[src/rtl/bmag_loader.sv]
// Host-side bmag grid loader: parses framed UART bytes into BWIDTH-bit words and
// issues one-cycle grid write strobes, validating each frame with an XOR checksum.
module bmag_loader #(
  parameter int         BWIDTH  = 18,
  parameter int         AWIDTH  = 10,
  parameter logic [7:0] HEADER  = 8'hB5,
  parameter int         TIMEOUT = 100000
) (
  input  logic              clk,
  input  logic              rst,
  input  logic              rx_valid,
  input  logic [7:0]        rx_data,
  output logic              ui_valid,
  output logic              wen,
  output logic [AWIDTH-1:0] addr_out,
  output logic [BWIDTH-1:0] bmag_out,
  output logic              busy,
  output logic              load_done,
  output logic              load_err
);

  localparam int BPW = (BWIDTH + 7) / 8;
  localparam int BIW = (BPW > 1) ? $clog2(BPW) : 1;
  localparam int TW  = $clog2(TIMEOUT + 1);

  typedef enum logic [2:0] {IDLE, ADDR0, ADDR1, CNT0, CNT1, DATA, CSUM} state_t;

  state_t            state, state_d;
  logic [7:0]        addr_lo, cnt_lo, csum;
  logic [AWIDTH-1:0] addr;
  logic [15:0]       word_cnt;
  logic [BIW-1:0]    byte_idx;
  logic [7:0]        byte_buf [BPW];
  logic [BPW*8-1:0]  word_asm;
  logic [TW-1:0]     tmo;
  logic              last_byte, timed_out, write_d, done_d, err_d;

  // The final byte of a word goes straight from rx_data into the write, so the
  // word is complete in the same cycle that byte is accepted.
  for (genvar g = 0; g < BPW - 1; g++) begin : g_asm
    assign word_asm[g*8 +: 8] = byte_buf[g];
  end
  assign word_asm[BPW*8-1 -: 8] = rx_data;

  always_comb begin
    state_d   = state;
    write_d   = 1'b0;
    done_d    = 1'b0;
    err_d     = 1'b0;
    last_byte = (byte_idx == BIW'(BPW - 1));
    timed_out = (state != IDLE) && !rx_valid && (tmo == TW'(TIMEOUT - 1));
    if (timed_out) begin
      state_d = IDLE;
      err_d   = 1'b1;
    end else if (rx_valid) begin
      case (state)
        IDLE:  if (rx_data == HEADER) state_d = ADDR0;
        ADDR0: state_d = ADDR1;
        ADDR1: state_d = CNT0;
        CNT0:  state_d = CNT1;
        CNT1:  state_d = ({rx_data, cnt_lo} == 16'd0) ? CSUM : DATA;
        DATA: begin
          if (last_byte) begin
            write_d = 1'b1;
            if (word_cnt == 16'd1) state_d = CSUM;
          end
        end
        CSUM: begin
          state_d = IDLE;
          if (rx_data == csum) done_d = 1'b1;
          else                 err_d  = 1'b1;
        end
        default: state_d = IDLE;
      endcase
    end
  end

  always_ff @(posedge clk) begin
    if (!rst) state <= IDLE;
    else      state <= state_d;
  end

  always_ff @(posedge clk) begin
    if (!rst) begin
      ui_valid  <= 1'b0;
      busy      <= 1'b0;
      wen       <= 1'b0;
      addr_out  <= '0;
      bmag_out  <= '0;
      load_done <= 1'b0;
      load_err  <= 1'b0;
      tmo       <= '0;
      addr_lo   <= '0;
      cnt_lo    <= '0;
      csum      <= '0;
      addr      <= '0;
      word_cnt  <= '0;
      byte_idx  <= '0;
      for (int unsigned i = 0; i < BPW; i++) byte_buf[i] <= '0;
    end else begin
      ui_valid  <= (state_d != IDLE);
      busy      <= (state_d != IDLE);
      wen       <= write_d;
      load_done <= done_d;
      load_err  <= err_d;
      tmo       <= (state_d == IDLE || rx_valid) ? '0 : tmo + 1'b1;
      if (rx_valid) begin
        case (state)
          IDLE: csum <= '0;
          ADDR0: begin
            addr_lo <= rx_data;
            csum    <= csum ^ rx_data;
          end
          ADDR1: begin
            addr <= AWIDTH'({rx_data, addr_lo});
            csum <= csum ^ rx_data;
          end
          CNT0: begin
            cnt_lo <= rx_data;
            csum   <= csum ^ rx_data;
          end
          CNT1: begin
            word_cnt <= {rx_data, cnt_lo};
            byte_idx <= '0;
            csum     <= csum ^ rx_data;
          end
          DATA: begin
            csum <= csum ^ rx_data;
            if (last_byte) begin
              byte_idx <= '0;
              word_cnt <= word_cnt - 16'd1;
              addr     <= addr + 1'b1;
              addr_out <= addr;
              bmag_out <= BWIDTH'(word_asm);
            end else begin
              byte_buf[byte_idx] <= rx_data;
              byte_idx           <= byte_idx + 1'b1;
            end
          end
          default: ;
        endcase
      end
    end
  end

endmodule
[config.mk]
export PLATFORM = sky130hd
export DESIGN_NAME = bmag_loader
export DESIGN_NICKNAME = d
export VERILOG_FILES = /design/src/rtl/bmag_loader.sv
export SDC_FILE = /design/constraint.sdc
export NUM_CORES = 1
export LEC_CHECK = 0
export ABC_AREA = 0
export BUFFER_PORTS_ARGS = -buffer_cell sky130_fd_sc_hd__clkbuf_2
export CAP_MARGIN = 20
export CORE_ASPECT_RATIO = 1.1
export CORE_UTILIZATION = 45
export CTS_CLUSTER_DIAMETER = 120
export CTS_CLUSTER_SIZE = 30
export DETAILED_ROUTE_END_ITERATION = 10
export PLACE_DENSITY = 0.65
export SKIP_LAST_GASP = 1
export SLEW_MARGIN = 15
export SYNTH_ARGS = -nofsm -noshare
export SYNTH_HDL_FRONTEND = slang
export SYNTH_SLANG_ARGS = --single-unit
[constraint.sdc]
create_clock -name clk -period 2.2 [get_ports clk]
set_input_delay 0.11 -clock clk [delete_from_list [all_inputs] [get_ports clk]]
set_output_delay 0.11 -clock clk [all_outputs]
set_load 0.01 [all_outputs]
# After elaboration in Yosys (flattened, before gate mapping)
# Memory sizes are Yosys's and may differ from the RTL's. A register that Yosys moved wholly into a read port is not among the register bits.
# Cells that the tools add are included.
[totals] mem_bits_rw=24 out_inout_bits=33 memories=1 elab_cells=91 regBits=104 input_bits=11
[classes] mux=29 n_bitwise=5 addsub=4 n_eq_ne=12 reduce_logical=26
[mem_list] memory="byte_buf" depth=3 width=8 rd=2 rd_ports_with_merged_regs=2 wr=3 line="33" rtl="logic [7:0] byte_buf [BPW];"
[op_table] cell="one-hot mux 16 bit (2 select lines)" n=1
[op_table] cell="one-hot mux 10 bit (2 select lines)" n=1
[op_table] cell="one-hot mux 3 bit (6 select lines)" n=1
[op_table] cell="adder 17 x 1 -> 17 bit, second input constant" n=1
[op_table] cell="== test 17 bit, second input constant" n=1
[op_table] cell="== test 16 x 1 -> 1 bit, second input constant" n=1
[op_table] cell="zero test 16 bit" n=1
[op_table] cell="2-to-1 mux 16 bit" n=1
[op_table] cell="one-hot mux 8 bit (2 select lines)" n=1
[op_table] cell="subtractor 16 x 1 -> 16 bit, second input constant" n=1
[op_table] cell="2-to-1 mux 3 bit" n=5
[op_table] cell="2-to-1 mux 1 bit" n=13
[op_table] cell="adder 10 x 1 -> 10 bit, second input constant" n=1
[op_table] cell="2-to-1 mux 10 bit" n=1
[op_table] cell="== test 3 bit, second input constant" n=3
[op_table] cell="AND reduction 3 bit" n=3
[op_table] cell="== test 8 bit" n=1
[op_table] cell="== test 8 bit, second input constant" n=1
[op_table] cell="2-to-1 mux 8 bit" n=1
[op_table] cell="AND reduction 2 bit" n=4
[op_table] cell="OR reduction 4 bit" n=2
[op_table] cell="OR reduction 8 bit" n=1
[op_table] cell="XOR 8 bit" n=1
[op_table] cell="== test 3 x 2 -> 1 bit, second input constant" n=2
[op_table] cell="other kinds (15)" n=27

# Longest topological paths before layout
# Gate-level depths: netlist of run 1.
[logic_depth] depth_word=9 ltp_mapped=8 depth_no_buf=6

# Worst setup path after synthesis of run 1
# Ideal clock, no wire load.
[synth_timing] kind="register to register" from="register word_cnt[0]" to="register word_cnt[14]" n_path_buf=0 period_less_slack_ns=2.201 slack_ns=-0.001 path_stages_with_launch=7 arrival_ns=2.137 t_required_ns=2.136 setup_time_ns=0.064 path_cell_list="dfxtp_1 > inv_1 > ha_1 > or3b_2 > or4_4 > or4_1 > nand4_1"
[synth_between] elab_chain_len=3
[synth_rtl] element="from (decl)" line="31" rtl="logic [15:0] word_cnt;"
[synth_rtl] element="from (signal assigned)" line="123" rtl="word_cnt <= {rx_data, cnt_lo};"
[synth_rtl] element="from (signal assigned)" line="131" rtl="word_cnt <= word_cnt - 16'd1;"
[synth_rtl] element="subtractor 16 x 1 -> 16 bit" line="131"
[synth_rtl] element="2-to-1 mux 16 bit" line="129" rtl="if (last_byte) begin"
[synth_rtl] element="one-hot mux 16 bit (2 select lines)" line="108" rtl="case (state)"
# No other way between the ends. The select of a mux whose other input is x is not followed.
# A chain may end at the register's enable or synchronous reset.

# Final worst setup path of run 1
[layout_timing] from="register word_cnt[1]" to="register word_cnt[14]"
# Same word-level chain as after synthesis.

==> flow_summary.ini, run 1 <==
[run_status]
status = finished clean

[critical_path]
cpLargestDelayFamily = simple AND/OR/NAND/NOR gates
critPathArrivalTime_ps = 2490
critPathRequiredTime_ps = 2560
slowest_delay_ps = 540
worst-path-buf-inv = 1
end_kind = register
cp-start-kind = register
rr_startpoint = word_cnt[1]
crit_fanout = 5
crit_path_cell_trace = inv_2 -> ha_4 -> or3b_4 -> or4_4 -> or4_4 -> nand4_1
crit_start = word_cnt[1]
slowest_stage = or4_4
criticalPathCategory = register to register
crit_top_cell = or4_4
reg2reg_depth = 6
r2r_setup_slack_ps = 70
reg2reg_to = word_cnt[14]

[clock_network]
cts.sinks = 120
htreeDepth = 4
cts_buffers = 17
clkLatencyLatePin_ps = 420
post-cts-setup-buffers = 0
clk_path_buf_depth = 2
cts_root_buffer = clkbuf_16
clk_pin_slew_ps = 50
cts_tree = yes

[routing]
top_layer = met4
drcViolationCount = 0
wl_met3_um = 571
first_pass_iters = 4
ant_nets = 0
routed-via-count = 5031
via_per_inst = 5.717
drt_iter0_drc = 352
drt-total-wl_um = 13870
drt-met1-wl_um = 6101
wl_per_cell_um = 15.76
met2_length_um = 6827

[die]
die_area_mm2 = 0.01279
coreArea_mm2 = 0.01203
start_util = 0.4615
fp.dieH_um = 118.5
rows = 42
io_pins = 44
fp.dieW_um = 107.9

[timing]
max_freq_mhz = 468.7
whs_ps = 84.06
period_share = 0.9699
setup_ws_ps = 66.28
drv_slew = 0
slew_headroom = 0.5873
fin_crit_ps = 2134
hold_violations = 0
setup_viol = 0
rsz0062_at_grt = no
skew_ps = 7.203
tightest_slew_ps = 613.4
setup_tns_ps = 0

[hold_path]
hold_depth = 3
hold_path_end = addr_lo[7]
min-delay-start = rx_data[7]
hold_class = primary input to register

[logic_synthesis]
synthArstFlopShare = 0
synth_common_cells = 121 x nand2_1, 104 x dfxtp_1, 78 x a21oi_1, 50 x clkbuf_1, 32 x nor2_1
synth_edf_count = 16
synth_area_mm2 = 0.005554
synth.top_cell.area_share = 0.3749
synth-seq-cells = 120
yosys.cell_types.count = 63
syn_inst = 670
yosys.area.top_type = dfxtp_1
synthTopCellsByArea = dfxtp_1 37%, edfxtp_1 8.7%, nand2_1 8.2%
synthesis.nets = 685
ys_warn_count = 0
seq_area_frac_synth = 0.4614
synth.avg_cell_area_um2 = 8.290
synthFlopType = dfxtp_1
yosysMostFrequentCell = nand2_1

[pwr]
p_sw_frac = 0.2023
ir_drop_mv = 0.4394
power.density_mw_per_mm2 = 787.0
clkPwrFrac = 0.548
total_power_mw = 5.237
p_seq_frac = 0.426
p_int_mw = 4.177
p_leak_nw = 2.384
p_comb_frac = 0.026
power_switching_mw = 1.059

[grt]
grt_max_degree = 43
antenna_found_initial = 0
grt_pass1_vias = 4636
grt_usage = 0.2318
grt_pass1_wl_um = 22760
grt-ovfl-total = 0

[finish]
antenna_cells = 0
fin_area_mm2 = 0.006654
finish.net_count = 728
final_cells = 880
area.growth.synth_to_final_pct = 19.80
drive_above_1_share = 0.1612
fin_util = 0.5529

[placed_design]
dp_hpwl_um = 9275
place_area_mm2 = 0.006022
portBuffers = 43
gp_congestion = 0.8285
dp_cells = 847
place_ws_ps = 41.12

[flow_run]
drv_cap = 0
==> repair_timing <==
action | CTS | global route
endpoints found under the hold margin | 1 | 0
setup endpoints to repair | 0 | 1
hold buffers | 1 | 0
resized for setup | 0 | 5
==> cell families (layout without fill, tap and decap cells) <==
kind of cell,after synthesis,after routing,share of synthesized area
buffers and inverters,60,116,0.04145
AOI/OAI and AO/OA,166,166,0.1798
DFF,120,120,0.4614
muxes,2,2,0.003830
adders and majority gates,4,4,0.009011
xor gates and xnor gates,17,17,0.02681
and+or+nand+nor,301,301,0.2778
==> sequential cells by signal (all words and copies together) (netlist names) <==
| name | cells |
|---|---|
| bmag_out | 18 |
| tmo | 17 |
| byte_buf | 16 |
| word_cnt | 16 |
| addr | 10 |
| addr_out | 10 |
| addr_lo | 8 |
| cnt_lo | 8 |
| csum | 8 |
| state | 3 |
| byte_idx | 2 |
| busy | 1 |
| load_done | 1 |
| load_err | 1 |
| wen | 1 |
==> placed cells by master, fill, tap and decap left out, types with 4 or more instances in the layout <==
cell / instances
a211oi_1: 5
a21o_1: 4
a21oi_1: 78
a31oi_1: 9
and2_1: 17
and3_1: 14
and4_1: 5
buf_4: 31
bufinv_16: 4
clkbuf_1: 4
clkbuf_16: 17
clkbuf_2: 43
clkinv_2: 4
dfxtp_1: 104
edfxtp_1: 16
inv_1: 5
nand2_1: 121
nand3_1: 17
nand3b_1: 10
nand4_1: 13
nor2_1: 32
nor2b_1: 6
nor3_1: 16
nor4_1: 9
o211ai_1: 5
o21ai_0: 28
o31ai_1: 7
or3_1: 11
or4_1: 5
xor2_1: 14
==> final cells by class <==
type,count,area [µm²]
multi-input cells,490,2785
fillers,1094,5380
inverters,8,30.03
flip-flops and latches,120,2562
clock inverters,10,151.4
well taps,154,192.7
repair buffers,76,478.0
clock buffers,22,454.2
==> worst max-delay path by stage <==
stage                   end  slack [ps]  cells past startpoint
2_1_floorplan  word_cnt[14]         100                      6
3_3_place_gp   word_cnt[14]          90                      6
3_5_place_dp   word_cnt[14]          40                      6
4_1_cts        word_cnt[14]          20                      6
5_1_grt        word_cnt[14]           9                      6
6_report       word_cnt[14]          70                      6
==> worst register-to-register path, stage by stage, from the launching register on <==
cell and delay, ps:
dfxtp_1 350, inv_2 90, ha_4 140, or3b_4 380, or4_4 540, or4_4 490, nand4_1 90
==> power by group through the flow <==
stage	Sequential [mW]	Combinational [mW]	Clock [mW]
after floorplan	2.28	0.0753	0
after global placement	2.28	0.130	0
after detailed placement	2.28	0.133	0
after CTS	2.23	0.135	2.91
after global routing	2.23	0.145	3.00
final	2.23	0.136	2.87
==> layer usage <==
metal | track usage | up-vias
met2 | 0.3874 | 132
met5 | 0 | -
met3 | 0.06067 | 23
li1 | - | 2488
met1 | 0.2746 | 2388
met4 | 0.1070 | 0
(Power assumes the default switching activity.)
==> run 2, diff against run 1 <==
--- a/config.mk
+++ b/config.mk
@@ -13,6 +13,7 @@
 export CTS_CLUSTER_DIAMETER = 120
 export CTS_CLUSTER_SIZE = 30
 export DETAILED_ROUTE_END_ITERATION = 10
+export HOLD_SLACK_MARGIN = 0.15
 export PLACE_DENSITY = 0.65
 export SKIP_LAST_GASP = 1
 export SLEW_MARGIN = 15
==> flow_summary.ini, run 2 (synthesized netlist as in run 1, its figures left out) <==
[die]
fp.dieW_um = 107.9
start_util = 0.4615
io_pins = 44
rows = 42
fp.dieH_um = 118.5
coreArea_mm2 = 0.01203
die_area_mm2 = 0.01279

[critical_path]
cp-start-kind = register
critPathRequiredTime_ps = 2560
end_kind = register
crit_fanout = 5
criticalPathCategory = register to register
critPathArrivalTime_ps = 2490

[placed_design]
gp_congestion = 0.8285
dp_hpwl_um = 9275
portBuffers = 43
place_ws_ps = 41.12

[grt]
grt_max_degree = 43
grt-ovfl-total = 0
grt_pass1_vias = 4679
grt_usage = 0.2334
grt_pass1_wl_um = 22950
antenna_found_initial = 0

[clock_network]
cts_root_buffer = clkbuf_16
clk_path_buf_depth = 2
clk_pin_slew_ps = 50
clkLatencyLatePin_ps = 420
cts_tree = yes
cts.sinks = 120
htreeDepth = 4
cts_buffers = 17
post-cts-setup-buffers = 0

[finish]
top_register = bmag_out
finish.net_count = 736
top_regs = bmag_out x18, tmo x17
largest_reg_flops = 18
antenna_cells = 0
final_common_cell = nand2_1
drive_above_1_share = 0.1594
area.growth.synth_to_final_pct = 21.24
layout_common_cells = 121 x nand2_1, 104 x dfxtp_1, 78 x a21oi_1, 43 x clkbuf_2, 32 x nor2_1

[pwr]
power.density_mw_per_mm2 = 779.2
ir_drop_mv = 0.4395
p_leak_nw = 2.417

[routing]
first_pass_iters = 5
drt-total-wl_um = 13950
routed-via-count = 5058
via_per_inst = 5.696
wl_per_cell_um = 15.71
ant_nets = 0
drcViolationCount = 0
drt_iter0_drc = 308

[timing]
setup_viol = 0
slew_headroom = 0.5875
period_share = 0.9672
skew_ps = 10.11
setup_ws_ps = 72.19
hold_violations = 0
rsz0062_at_grt = no
fin_crit_ps = 2128
drv_slew = 0
max_freq_mhz = 470.0
tightest_slew_ps = 613.1
setup_tns_ps = 0

[run_status]
status = finished clean

[flow_run]
drv_cap = 0

[hold_path]
hold_class = primary input to register
-- run 2: path summary, 6_finish.rpt --
| kind | startpoint | endpoint | slack, ps | depth (start not counted) |
|---|---|---|---|---|
| setup / recovery | word_cnt[1] | word_cnt[14] | 70 | 6 |
| hold reg to reg | bmag_out[10] | bmag_out[10] | 450 | 2 |
| hold / removal | rst | load_err | 170 | 3 |
| setup reg to reg | word_cnt[1] | word_cnt[14] | 70 | 6 |
-- run 2: layer usage --
layer,part of all wire,wire (µm),GRT usage,vias to the layer above
li1,-,-,-,2506
met1,0.43,6053,0.2778,2377
met2,0.49,6867,0.3894,152
met3,0.048,674,0.06067,23
met4,0.025,351,0.1070,0
met5,0,0,0,-
-- run 2: critical path, cell delays in order, from the launching register on --
cell and delay [ps]:
dfxtp_1 350, inv_2 90, ha_4 140, or3b_4 370
or4_4 540, or4_4 490, nand4_1 90
-- run 2: where the power goes --
group	switching (mW)	leakage [nW]	internal, mW
Sequential	0.00292	1.00	2.23
Clock	0.958	0.295	1.91
Combinational	0.100	1.12	0.0468
Total	1.06	2.42	4.19
-- run 2: final cells by class --
class / count / area, µm²
tap: 154 / 192.7
fill: 1084 / 5300
inverter: 8 / 30.03
sequential: 120 / 2562
timing repair buffer: 84 / 558.0
clock buffer: 22 / 454.2
clock inverter: 10 / 151.4
multi-input combinational: 490 / 2785
-- run 2: per-stage QoR --
stage / power, mW / std cells / utilization / area (µm²) / hold WS (ps)
after floorplan: 2.353 / 670 / - / 5557 / 398.9
after global placement: 2.409 / 847 / 0.5004 / 6022 / 392.7
after detailed placement: 2.412 / 847 / 0.5004 / 6022 / 406.1
after CTS: 5.285 / 888 / 0.5582 / 6718 / 159.4
after global routing: 5.391 / 888 / 0.5596 / 6734 / 187.3
final: 5.247 / 888 / 0.5596 / 6734 / 169.0
-- run 2: what timing repair did --
action | 4_1_cts | 5_1_grt
hold endpoints to repair | 21 | 0
hold buffers | 9 | 0
endpoints found under the setup margin | 0 | 1
resized for setup | 0 | 5
==> run 3, diff against run 2 <==
--- a/config.mk
+++ b/config.mk
@@ -15,6 +15,8 @@
 export DETAILED_ROUTE_END_ITERATION = 10
 export HOLD_SLACK_MARGIN = 0.15
 export PLACE_DENSITY = 0.65
+export RECOVER_POWER = 100
+export SKIP_CTS_REPAIR_TIMING = 1
 export SKIP_LAST_GASP = 1
 export SLEW_MARGIN = 15
 export SYNTH_ARGS = -nofsm -noshare
==> flow_summary.ini, run 3 (synthesized netlist as in run 1, its figures left out) <==
[clock_network]
cts_tree = yes
cts.sinks = 120
cts_buffers = 17
cts_root_buffer = clkbuf_16
htreeDepth = 4
clk_pin_slew_ps = 50
clk_path_buf_depth = 2
clkLatencyLatePin_ps = 420

[grt]
grt-ovfl-total = 0
grt_max_degree = 43
grt_pass1_vias = 4632
grt_pass1_wl_um = 22750
antenna_found_initial = 0
grt_usage = 0.2317

[finish]
area.growth.synth_to_final_pct = 18.83
layout_common_cells = 121 x nand2_1, 104 x dfxtp_1, 78 x a21oi_1, 46 x clkbuf_1, 32 x nor2_1
top_register = bmag_out
fin_util = 0.5485
fillers = 1123
fin_area_mm2 = 0.006600
largest_reg_flops = 18
top_regs = bmag_out x18, tmo x17
finish.net_count = 732
drive_above_1_share = 0.1000
antenna_cells = 0
final_common_cell = nand2_1

[die]
io_pins = 44
rows = 42
coreArea_mm2 = 0.01203
start_util = 0.4615
fp.dieH_um = 118.5
fp.dieW_um = 107.9
die_area_mm2 = 0.01279

[pwr]
ir_drop_mv = 0.4381
power.density_mw_per_mm2 = 794.1
p_leak_nw = 2.240

[hold_path]
hold_class = primary input to register
hold_path_end = addr_lo[4]
min-delay-start = rx_data[4]
hold_depth = 3

[timing]
slew_headroom = 0.5965
drv_slew = 0
skew_ps = 6.462
tightest_slew_ps = 599.7
setup_viol = 0
period_share = 0.9691
max_freq_mhz = 469.0
rsz0062_at_grt = no
fin_crit_ps = 2132
setup_tns_ps = 0
hold_violations = 0

[critical_path]
critPathArrivalTime_ps = 2490
crit_fanout = 5
critPathRequiredTime_ps = 2560
reg2reg_to = word_cnt[14]
end_kind = register
cp-start-kind = register
criticalPathCategory = register to register
r2r_setup_slack_ps = 70
rr_startpoint = word_cnt[1]
reg2reg_depth = 6

[run_status]
status = finished clean

[placed_design]
place_area_mm2 = 0.006022
gp_congestion = 0.8285
portBuffers = 43
dp_hpwl_um = 9275

[routing]
drcViolationCount = 0
routed-via-count = 5038
first_pass_iters = 5
drt-total-wl_um = 13930
via_per_inst = 5.699
wl_per_cell_um = 15.76
wl_met3_um = 640
top_layer = met4
met2_length_um = 6842
drt-met1-wl_um = 6100
drt_iter0_drc = 335
ant_nets = 0

[flow_run]
drv_cap = 0
## run 3: per-layer routing
metal,track usage,up-vias
met3,0.06067,23
met4,0.1070,0
met5,0,-
met2,0.3870,129
met1,0.2746,2392
li1,-,2494
## run 3: per-stage QoR
step | instances | worst slack (ps) | hold slack [ps] | power [mW]
2_1_floorplan | 670 | 99.18 | 398.9 | 2.353
3_3_place_gp | 847 | 93.20 | 392.7 | 2.409
3_5_place_dp | 847 | 41.12 | 406.1 | 2.412
4_1_cts | 879 | 18.48 | -37.75 | 5.273
5_1_grt | 884 | 6.219 | 152.9 | 5.385
6_report | 884 | 67.96 | 137.8 | 5.241
## run 3: worst max-delay path, stage by stage (launching register included)
cell and delay [ps]:
dfxtp_1 350, inv_2 90, ha_4 140, or3b_4 370, or4_4 540, or4_4 490, nand4_1 90
## run 3: report_power, final
| part | switching (mW) | total [mW] | internal (mW) |
|---|---|---|---|
| clock network | 0.958 | 2.87 | 1.91 |
| registers | 0.00293 | 2.23 | 2.23 |
| logic | 0.0994 | 0.141 | 0.0412 |
## run 3: cell type report
cell class	instances	area, µm²	share of cell area
tap	154	192.7	0.02919
clock buffer	22	454.2	0.06882
sequential	120	2562	0.3882
multi-input combinational	490	2776	0.4207
clock inverter	10	151.4	0.02294
inverter	8	30.03	0.004550
timing repair buffer	80	432.9	0.06559
## run 3: how the worst max path moves through the flow
stage	startpoint	endpoint	slack [ps]	cells after the start
floorplan	word_cnt[0]	word_cnt[14]	100	6
global placement	word_cnt[1]	word_cnt[14]	90	6
detailed placement	word_cnt[1]	word_cnt[14]	40	6
CTS	word_cnt[1]	word_cnt[14]	20	6
global route	state[0]	addr[0]	6	6
finish	word_cnt[1]	word_cnt[14]	70	6
